### src/rtl/instr_fetch_unit.sv
// ---------------------------------------------------------------------------
// instr_fetch_unit
//
// Purpose: fetch stage between the per-core instruction cache port and the
// decode stage. Holds the PC and a small circular instruction queue, offers a
// valid/ready handshake toward decode, and handles redirects and halt without
// ever changing the cache address while a request is outstanding.
//
// Ports:
//   CLK, nRST            clock (rising edge), asynchronous active-low reset
//   iREN, imemaddr       cache read request and word-aligned address
//   ihit, imemload       cache returns the word for imemaddr this cycle
//   redirect, redirect_pc taken branch/jump resolved: flush and refetch
//   halt                 decoded halt: stop fetching permanently
//   instr_valid/ready    handshake toward decode for the queue head
//   instr, instr_pc, instr_npc  queue head word, its PC and PC+4 (0 if empty)
//   halted               fetch permanently stopped (left only by reset)
//
// Optional build macro FETCH_PERF_EN adds saturating counters:
//   fetch_count (32)     queue pushes
//   flush_count (16)     redirects accepted outside HALTED
// ---------------------------------------------------------------------------
module instr_fetch_unit #(
    parameter logic [31:0] PC_INIT = 32'h0000_0000,
    parameter int          QDEPTH  = 2
) (
    input  logic        CLK,
    input  logic        nRST,
    input  logic        ihit,
    input  logic [31:0] imemload,
    output logic        iREN,
    output logic [31:0] imemaddr,
    input  logic        redirect,
    input  logic [31:0] redirect_pc,
    input  logic        halt,
    input  logic        instr_ready,
    output logic        instr_valid,
    output logic [31:0] instr,
    output logic [31:0] instr_pc,
    output logic [31:0] instr_npc,
    output logic        halted
`ifdef FETCH_PERF_EN
    ,
    output logic [31:0] fetch_count,
    output logic [15:0] flush_count
`endif
);

    localparam int PW = $clog2(QDEPTH);
    localparam int CW = PW + 1;

    typedef enum logic [1:0] {
        S_RUN    = 2'd0,
        S_FLUSH  = 2'd1,
        S_HALTED = 2'd2
    } state_e;

    state_e        state_q, state_d;
    logic [31:0]   pc_q, pc_d;
    logic [31:0]   flush_addr_q, flush_addr_d;
    logic          halt_pending_q, halt_pending_d;

    logic [PW-1:0] rd_ptr_q, rd_ptr_d;
    logic [PW-1:0] wr_ptr_q, wr_ptr_d;
    logic [CW-1:0] count_q, count_d;
    logic [31:0]   qinstr_q [QDEPTH];
    logic [31:0]   qpc_q    [QDEPTH];

    logic          q_full, q_empty;
    logic          req;
    logic          push, pop, q_clear;
    logic [31:0]   redirect_pc_al;

    // Low two bits of the redirect target are ignored: fetch is word aligned.
    assign redirect_pc_al = redirect_pc & ~32'h0000_0003;

    assign q_full  = (count_q == CW'(QDEPTH));
    assign q_empty = (count_q == '0);

    // Request intent from state only; iREN itself is additionally gated by
    // nRST so it drops the instant reset is asserted.
    always_comb begin
        req = 1'b0;
        unique case (state_q)
            S_RUN:    req = !q_full;
            S_FLUSH:  req = 1'b1;
            default:  req = 1'b0;
        endcase
    end

    // State register.
    always_ff @(posedge CLK or negedge nRST) begin
        if (!nRST) begin
            state_q        <= S_RUN;
            pc_q           <= PC_INIT;
            flush_addr_q   <= PC_INIT;
            halt_pending_q <= 1'b0;
        end else begin
            state_q        <= state_d;
            pc_q           <= pc_d;
            flush_addr_q   <= flush_addr_d;
            halt_pending_q <= halt_pending_d;
        end
    end

    // Next-state logic. Halt beats redirect; a miss that is outstanding when
    // either arrives must be allowed to complete at the same address, so the
    // unit parks in FLUSH with the old address and throws that word away.
    always_comb begin
        state_d        = state_q;
        pc_d           = pc_q;
        flush_addr_d   = flush_addr_q;
        halt_pending_d = halt_pending_q;
        q_clear        = 1'b0;
        push           = 1'b0;
        unique case (state_q)
            S_RUN: begin
                if (halt) begin
                    q_clear = 1'b1;
                    if (req && !ihit) begin
                        halt_pending_d = 1'b1;
                        flush_addr_d   = pc_q;
                        state_d        = S_FLUSH;
                    end else begin
                        state_d = S_HALTED;
                    end
                end else if (redirect) begin
                    q_clear = 1'b1;
                    pc_d    = redirect_pc_al;
                    if (req && !ihit) begin
                        flush_addr_d = pc_q;
                        state_d      = S_FLUSH;
                    end
                end else if (req && ihit) begin
                    push = 1'b1;
                    pc_d = pc_q + 32'd4;
                end
            end
            S_FLUSH: begin
                if (halt) begin
                    q_clear = 1'b1;
                    if (ihit) begin
                        state_d = S_HALTED;
                    end else begin
                        halt_pending_d = 1'b1;
                    end
                end else begin
                    if (redirect) begin
                        pc_d = redirect_pc_al;
                    end
                    // The returned word belongs to the abandoned path.
                    if (ihit) begin
                        state_d = halt_pending_q ? S_HALTED : S_RUN;
                    end
                end
            end
            default: begin
                state_d = S_HALTED;
            end
        endcase
    end

    // Output logic.
    always_comb begin
        iREN     = nRST && req;
        imemaddr = (state_q == S_FLUSH) ? flush_addr_q : pc_q;
        halted   = (state_q == S_HALTED);
    end

    // Instruction queue: clear has priority over push/pop in the same cycle.
    assign pop = !q_empty && instr_ready && !q_clear;

    always_comb begin
        rd_ptr_d = rd_ptr_q;
        wr_ptr_d = wr_ptr_q;
        count_d  = count_q;
        if (q_clear) begin
            rd_ptr_d = '0;
            wr_ptr_d = '0;
            count_d  = '0;
        end else begin
            if (pop) begin
                rd_ptr_d = rd_ptr_q + PW'(1);
            end
            if (push) begin
                wr_ptr_d = wr_ptr_q + PW'(1);
            end
            count_d = count_q + CW'(push) - CW'(pop);
        end
    end

    always_ff @(posedge CLK or negedge nRST) begin
        if (!nRST) begin
            rd_ptr_q <= '0;
            wr_ptr_q <= '0;
            count_q  <= '0;
        end else begin
            rd_ptr_q <= rd_ptr_d;
            wr_ptr_q <= wr_ptr_d;
            count_q  <= count_d;
        end
    end

    // Queue storage needs no reset: entries are only visible through count.
    always_ff @(posedge CLK) begin
        if (push) begin
            qinstr_q[wr_ptr_q] <= imemload;
            qpc_q[wr_ptr_q]    <= pc_q;
        end
    end

    assign instr_valid = !q_empty;
    assign instr       = q_empty ? 32'd0 : qinstr_q[rd_ptr_q];
    assign instr_pc    = q_empty ? 32'd0 : qpc_q[rd_ptr_q];
    assign instr_npc   = q_empty ? 32'd0 : qpc_q[rd_ptr_q] + 32'd4;

`ifdef FETCH_PERF_EN
    logic [31:0] fetch_count_q;
    logic [15:0] flush_count_q;
    logic        flush_evt;

    // A redirect counts only if it is acted on: not masked by halt and not
    // arriving after fetch has stopped.
    assign flush_evt = redirect && !halt && (state_q != S_HALTED);

    always_ff @(posedge CLK or negedge nRST) begin
        if (!nRST) begin
            fetch_count_q <= '0;
            flush_count_q <= '0;
        end else begin
            if (push && (fetch_count_q != '1)) begin
                fetch_count_q <= fetch_count_q + 32'd1;
            end
            if (flush_evt && (flush_count_q != '1)) begin
                flush_count_q <= flush_count_q + 16'd1;
            end
        end
    end

    assign fetch_count = fetch_count_q;
    assign flush_count = flush_count_q;
`endif

endmodule

### config.mk
export PLATFORM = sky130hd
export DESIGN_NAME = instr_fetch_unit
export DESIGN_NICKNAME = d
export VERILOG_FILES = /design/src/rtl/instr_fetch_unit.sv
export SDC_FILE = /design/constraint.sdc
export NUM_CORES = 1
export LEC_CHECK = 0
export ABC_AREA = 1
export CORE_MARGIN = 2
export CORE_UTILIZATION = 40
export DETAILED_ROUTE_END_ITERATION = 10
export GPL_TIMING_DRIVEN = 0
export REMOVE_ABC_BUFFERS = 1
export SLEW_MARGIN = 15
export SYNTH_ARGS = -nofsm -noshare
export SYNTH_HDL_FRONTEND = slang
export SYNTH_SLANG_ARGS = --single-unit
### constraint.sdc
create_clock -name CLK -period 5.3 [get_ports CLK]
set_input_delay 1.06 -clock CLK [delete_from_list [all_inputs] [get_ports CLK]]
set_output_delay 1.06 -clock CLK [all_outputs]
set_load 0.01 [all_outputs]
# --- Word-level counts from Yosys, hierarchy flattened ---
# Memory sizes are Yosys's and may differ from the RTL's.
# Index checks and enable logic that the tools add are counted.
classes:
  addsub: 6
  eq_ne: 14
  n_mux: 43
  reduce_logical: 19
op_table:
  columns: ["operator", "n"]
  rows:
  - ["2-to-1 mux 32 bit", 12]
  - ["adder 32 x 3 -> 32 bit, second input constant", 2]
  - ["one-hot mux 32 bit (2 select lines)", 1]
  - ["2-to-1 mux 2 bit", 9]
  - ["2-to-1 mux 1 bit", 17]
  - ["inequality test 2 bit, second input constant", 8]
  - ["AND reduction 5 bit", 2]
  - ["inequality test 3 bit, second input constant", 3]
  - ["nonzero test 2 bit", 4]
  - ["one-hot mux 1 bit (2 select lines)", 3]
  - ["logical AND 1 bit", 5]
  - ["equality test 2 bit, second input constant", 2]
  - ["logical NOT 1 bit", 4]
  - ["logical NOT 2 bit", 2]
  - ["one-hot mux 2 bit (2 select lines)", 1]
  - ["AND reduction 3 bit", 1]
  - ["adder 1 bit, second input constant", 2]
  - ["adder 2 x 1 -> 2 bit", 1]
  - ["equality test 2 x 1 -> 1 bit, second input constant", 1]
  - ["AND reduction 2 bit", 1]
  - ["subtractor 2 x 1 -> 2 bit", 1]
word_totals:
  ff_bits: 71
  ramBits: 128
  wordCells: 91
  mem_count: 2
memory_table:
  columns: ["memory", "depth", "width", "read_ports", "rd_ports_with_merged_regs", "wr", "line_no", "source"]
  rows:
  - ["qinstr_q", 2, 32, 1, 0, 1, "66", "logic [31:0] qinstr_q [QDEPTH];"]
  - ["qpc_q", 2, 32, 1, 0, 1, "67", "logic [31:0] qpc_q [QDEPTH];"]

# --- Depth between registers and ports, before layout ---
depth:
  word_depth: 11
  ltp_mapped: 13
  ltp_nobuf: 13

# --- Least setup slack after synthesis ---
# OpenSTA, ideal clock, no wires.
synth_path:
  path_kind: "input to register"
  start: "in redirect"
  end: "mem qinstr_q[1][0] (enable)"
  setup_time_ns: 0.484
  arrival_time_ns: 4.225
  slack_ns: 0.592
  path_stages: 5
  n_path_buf: 0
  path_cell_list: "nor2_1 -> nand2_1 -> nor3_1 -> inv_1 -> nor2_1"
synth_between:
  elab_chain_cells: 5
synth_lines:
  columns: ["element", "line_no", "source"]
  rows:
  - ["start: declaration", "33", "input logic redirect,"]
  - ["2-to-1 mux 1 bit", "127", "end else if (redirect) begin"]
  - ["2-to-1 mux 1 bit", "118", "if (halt) begin"]
  - ["2-to-1 mux 1 bit", "116", "unique case (state_q)"]
  - ["2-to-1 mux 1 bit", "206", "if (push) begin"]
  - ["2-to-1 mux 1 bit (not written as such)", "207", "qinstr_q[wr_ptr_q] <= imemload;"]
  - ["end: declaration", "66", null]
# Every way passes these cells.

# --- Worst setup path after layout ---
layout_path:
  start: "reg rd_ptr_q"
  end: "out instr_npc[18]"
layout_between:
  elab_chain_cells: 3
layout_lines:
  columns: ["element", "line_no", "source"]
  rows:
  - ["start: declaration", "63", "logic [PW-1:0] rd_ptr_q, rd_ptr_d;"]
  - ["start signal: assignment", "198", "rd_ptr_q <= rd_ptr_d;"]
  - ["memory (2 x 32 bit)", null, null]
  - ["adder 32 x 3 -> 32 bit", "215", "assign instr_npc = q_empty ? 32'd0 : qpc_q[rd_ptr_q] + 32'd4;"]
  - ["2-to-1 mux 32 bit", "215", null]
  - ["end: declaration", "40", "output logic [31:0] instr_npc,"]
# Every way passes these cells.

==> results.md <==
- Routed Antenna Nets: 0
- Most frequent CP cell: nand2_1
- TritonCTS clock tree: done
- Initial Utilization: 0.407
- Clk_skew: 17.8 ps
- Clock Sinks: 191
- Most common cell in the netlist: nand2_1
- Post-synth top area share: 0.376
- PortBufs: 192
- Reg-to-Reg Start: count_q[1]
- Post-synth EDFFs: 124
- Min-Delay Path Class: flip-flop to flip-flop
- Sequential element share of the synthesized area: 0.546
- RR Endpoint: count_q[1]
- CTS Buf Count: 17
- Top sig layer: met4
- Tot Pwr: 2.93 mW
- DR WL/cell: 15.5 µm
- Period utilization: 0.895
- Metal3 WL: 1420 µm
- Cell area after synthesis: 9900 µm²
- Fraction of layout cells with a size suffix above 1: 0.0757
- Die Footprint: 26,000 µm²
- Final WL: 26,700 µm
- Worst Reg-to-Reg Cells: 9
- Post-synthesis cell type count: 35
- Max Fanout on Critical Path: 62
- Max Freq: 211 MHz
- Antenna violations before repair: 0
- Synth area leader: edfxtp_1
- Rows: 57
- WL met1: 12,600 µm
- Vias: 8,472
- Switching Fraction: 0.229
- Antenna cell count: 0
- RSZ-0062 raised after global routing: no
- Critical path's slowest cell: dfrtp_4
- Initial DRC count: 591
- Pre-CTS setup slack: 283 ps
- Largest delay share family, worst path: simple AND/OR/NAND/NOR gates
- Post-Syn Instances: 1,210
- Slew HR: 0.422
- Largest net degree at the start of global routing: 66
- Placed Area: 12,300 µm²
- WHS Endpoint: halt_pending_q
- Final Setup Violations: 0
- Crit path capture type: primary output
- CTS clk-pin slew, worst paths: 70 ps
- WP data required: 4240 ps
- Met2 WL: 12,300 µm
- Status: finished clean
- All-Layer GR Usage: 0.208
- Synth warn: 0
- Vias in the first global route: 8,022
- Async SR Flop Fraction: 0.351
- Root Driver: clkbuf_16
- Clk buf depth: 2
- R2r setup slk: 2720 ps
- Worst-path cell chain: inv_6 > nand2_1 > nand2_1 > ha_1 > nand2_1 > nor2_2 > nand3_1 > nor2_1 > o21ai_1 > nor2_1 > clkdlybuf4s50_1
- Max Cap Violations: 0
- Syn Area/Cell: 8.18 µm²
- Synth area leaders: edfxtp_1, dfrtp_1, nand2_1
- Worst-Margin Slew: 865 ps
- Cells on Worst Hold Path: 1
- Nets: 1,461
- Chip width: 161 µm
- Core ar.: 24,300 µm²
- Cell area after layout: 12,900 µm²
- Max H-tree Level: 4
- DRC: 0
- WP data arrival: 3680 ps
- Max-slew violations: 0
- Power Density: 228 nW/µm²
- GP Congestion: 0.856
- Type of the worst setup path: flip-flop to primary output
- Register share of total power: 0.539
- Logic pwr share: 0.031
- Vias per inst: 4.91
- PnR worst setup slack: 559 ps
- Clock network power share: 0.430
- Die Y: 161 µm
- Hold_sp: halt_pending_q
- Synth Flop Type: edfxtp_1
- Area growth from synthesis to layout: 30.1%
- Ports: 201
- P_int: 2.26 mW
- Flops & latches, synth: 191
- Worst Path Buf+Inv: 2
- Final hold vios: 0
- Clk_lat worst skew: 440 ps
- Slowest stage delay, CP: 680 ps
- Drt pass-1 iters: 5
- Startpoint Class: flip-flop
- Global route overflow: 0
- Peak VDD IR: 0.171 mV
- HPWL Detailed: 19,400 µm
- Post-synth top cells: nand2_1, nor2_1, edfxtp_1, o21ai_0, inv_1
- Fin crit period: 4740 ps
- First-pass GRT wire length: 42,700 µm
- Finished Core Util: 0.529
- Switching Power: 0.671 mW
- Leak: 5.17 nW
[registers in the layout, indices dropped and copies added, names as in the netlist]
register,count
state_q,2
halt_pending_q,1
qinstr_q,64
flush_addr_q,30
pc_q,30
count_q,2
rd_ptr_q,1
wr_ptr_q,1
qpc_q,60
[layout by cell type (no fill, tap or decap), types with 2 or more instances in the layout]
master and n:
a21oi_1 59, a31oi_1 4, buf_12 8, buf_16 4
clkbuf_16 17, clkdlybuf4s50_1 191, clkinv_4 4, clkinvlp_4 2
conb_1 6, dfrtp_1 66, edfxtp_1 124, ha_1 4
inv_1 91, inv_6 4, inv_8 5, nand2_1 403
nand2_2 30, nand3_1 49, nand4_1 8, nor2_1 155
nor2_2 13, nor2_4 10, nor3_1 9, o211ai_1 8
o21ai_0 102, o21ai_1 4, o22ai_1 2, xnor2_1 2
xor2_1 5
[per-layer routing]
metal	vias to the layer above	GRT usage
li1	4286	-
met1	3898	0.292
met2	258	0.337
met3	30	0.0365
met4	0	0.0556
met5	-	0
[stage by stage]
step | std cells | TNS (ps) | hold slack, ps
after CTS | 1722 | 0 | 478
final | 1724 | 0 | 478
after global routing | 1724 | 0 | 491
after floorplan | 1164 | 0 | 431
after detailed placement | 1690 | 0 | 462
after global placement | 1680 | -359670 | 457
[power groups by stage]
stage	clock network, mW	registers (mW)	logic, mW
after detailed placement	0	1.61	0.0904
after global placement	0	1.61	0.0861
after CTS	1.29	1.58	0.0908
after global routing	1.34	1.58	0.0983
final	1.26	1.58	0.0897
after floorplan	0	1.61	0.0144
[worst register-to-register path, stage by stage, from the launching register on]
cell and delay (ps):
dfrtp_1 440, nor2_4 550, inv_1 510, nand2_1 190
nor2_1 70, ha_1 290, inv_1 40, ha_1 170
xor2_1 140, nor2_1 50
[timing repair]
item	CTS	global route
hold buffers	0	0
endpoints found under the hold margin	0	0
endpoints found under the setup margin	4	3
cloned	0	0
buffers inserted	0	1
gates resized for setup	1	1
[cell families (layout without fill, tap and decap cells)]
group / after synthesis / after routing / share of synthesized area
simple gates: 682 / 682 / 0.286
other cells: 1 / 6 / 0.000379
fa+ha+maj: 4 / 4 / 0.00506
compound gates: 181 / 181 / 0.0952
buf+inv: 144 / 329 / 0.0618
xor+xnor: 7 / 7 / 0.00619
flops: 191 / 191 / 0.546
[how the worst max path moves through the flow]
| stage | start | to | slack, ps | depth (start not counted) |
|---|---|---|---|---|
| floorplan | count_q[1] | instr_npc[21] | 160 | 6 |
| global placement | count_q[1] | instr_npc[21] | -3220 | 7 |
| detailed placement | rd_ptr_q | instr_npc[18] | 280 | 11 |
| CTS | rd_ptr_q | instr_npc[18] | 180 | 11 |
| global route | rd_ptr_q | instr_npc[18] | 260 | 11 |
| finish | rd_ptr_q | instr_npc[18] | 560 | 11 |
[final cells by class]
| type | count | area, µm² |
|---|---|---|
| clock buffer | 17 | 425 |
| clock inverter | 15 | 149 |
| fill | 2303 | 11400 |
| inverter | 93 | 354 |
| multi-input combinational | 880 | 3940 |
| sequential | 191 | 5400 |
| tap | 324 | 405 |
| timing repair buffer | 204 | 2190 |
Power figures use the tool's default switching activity.
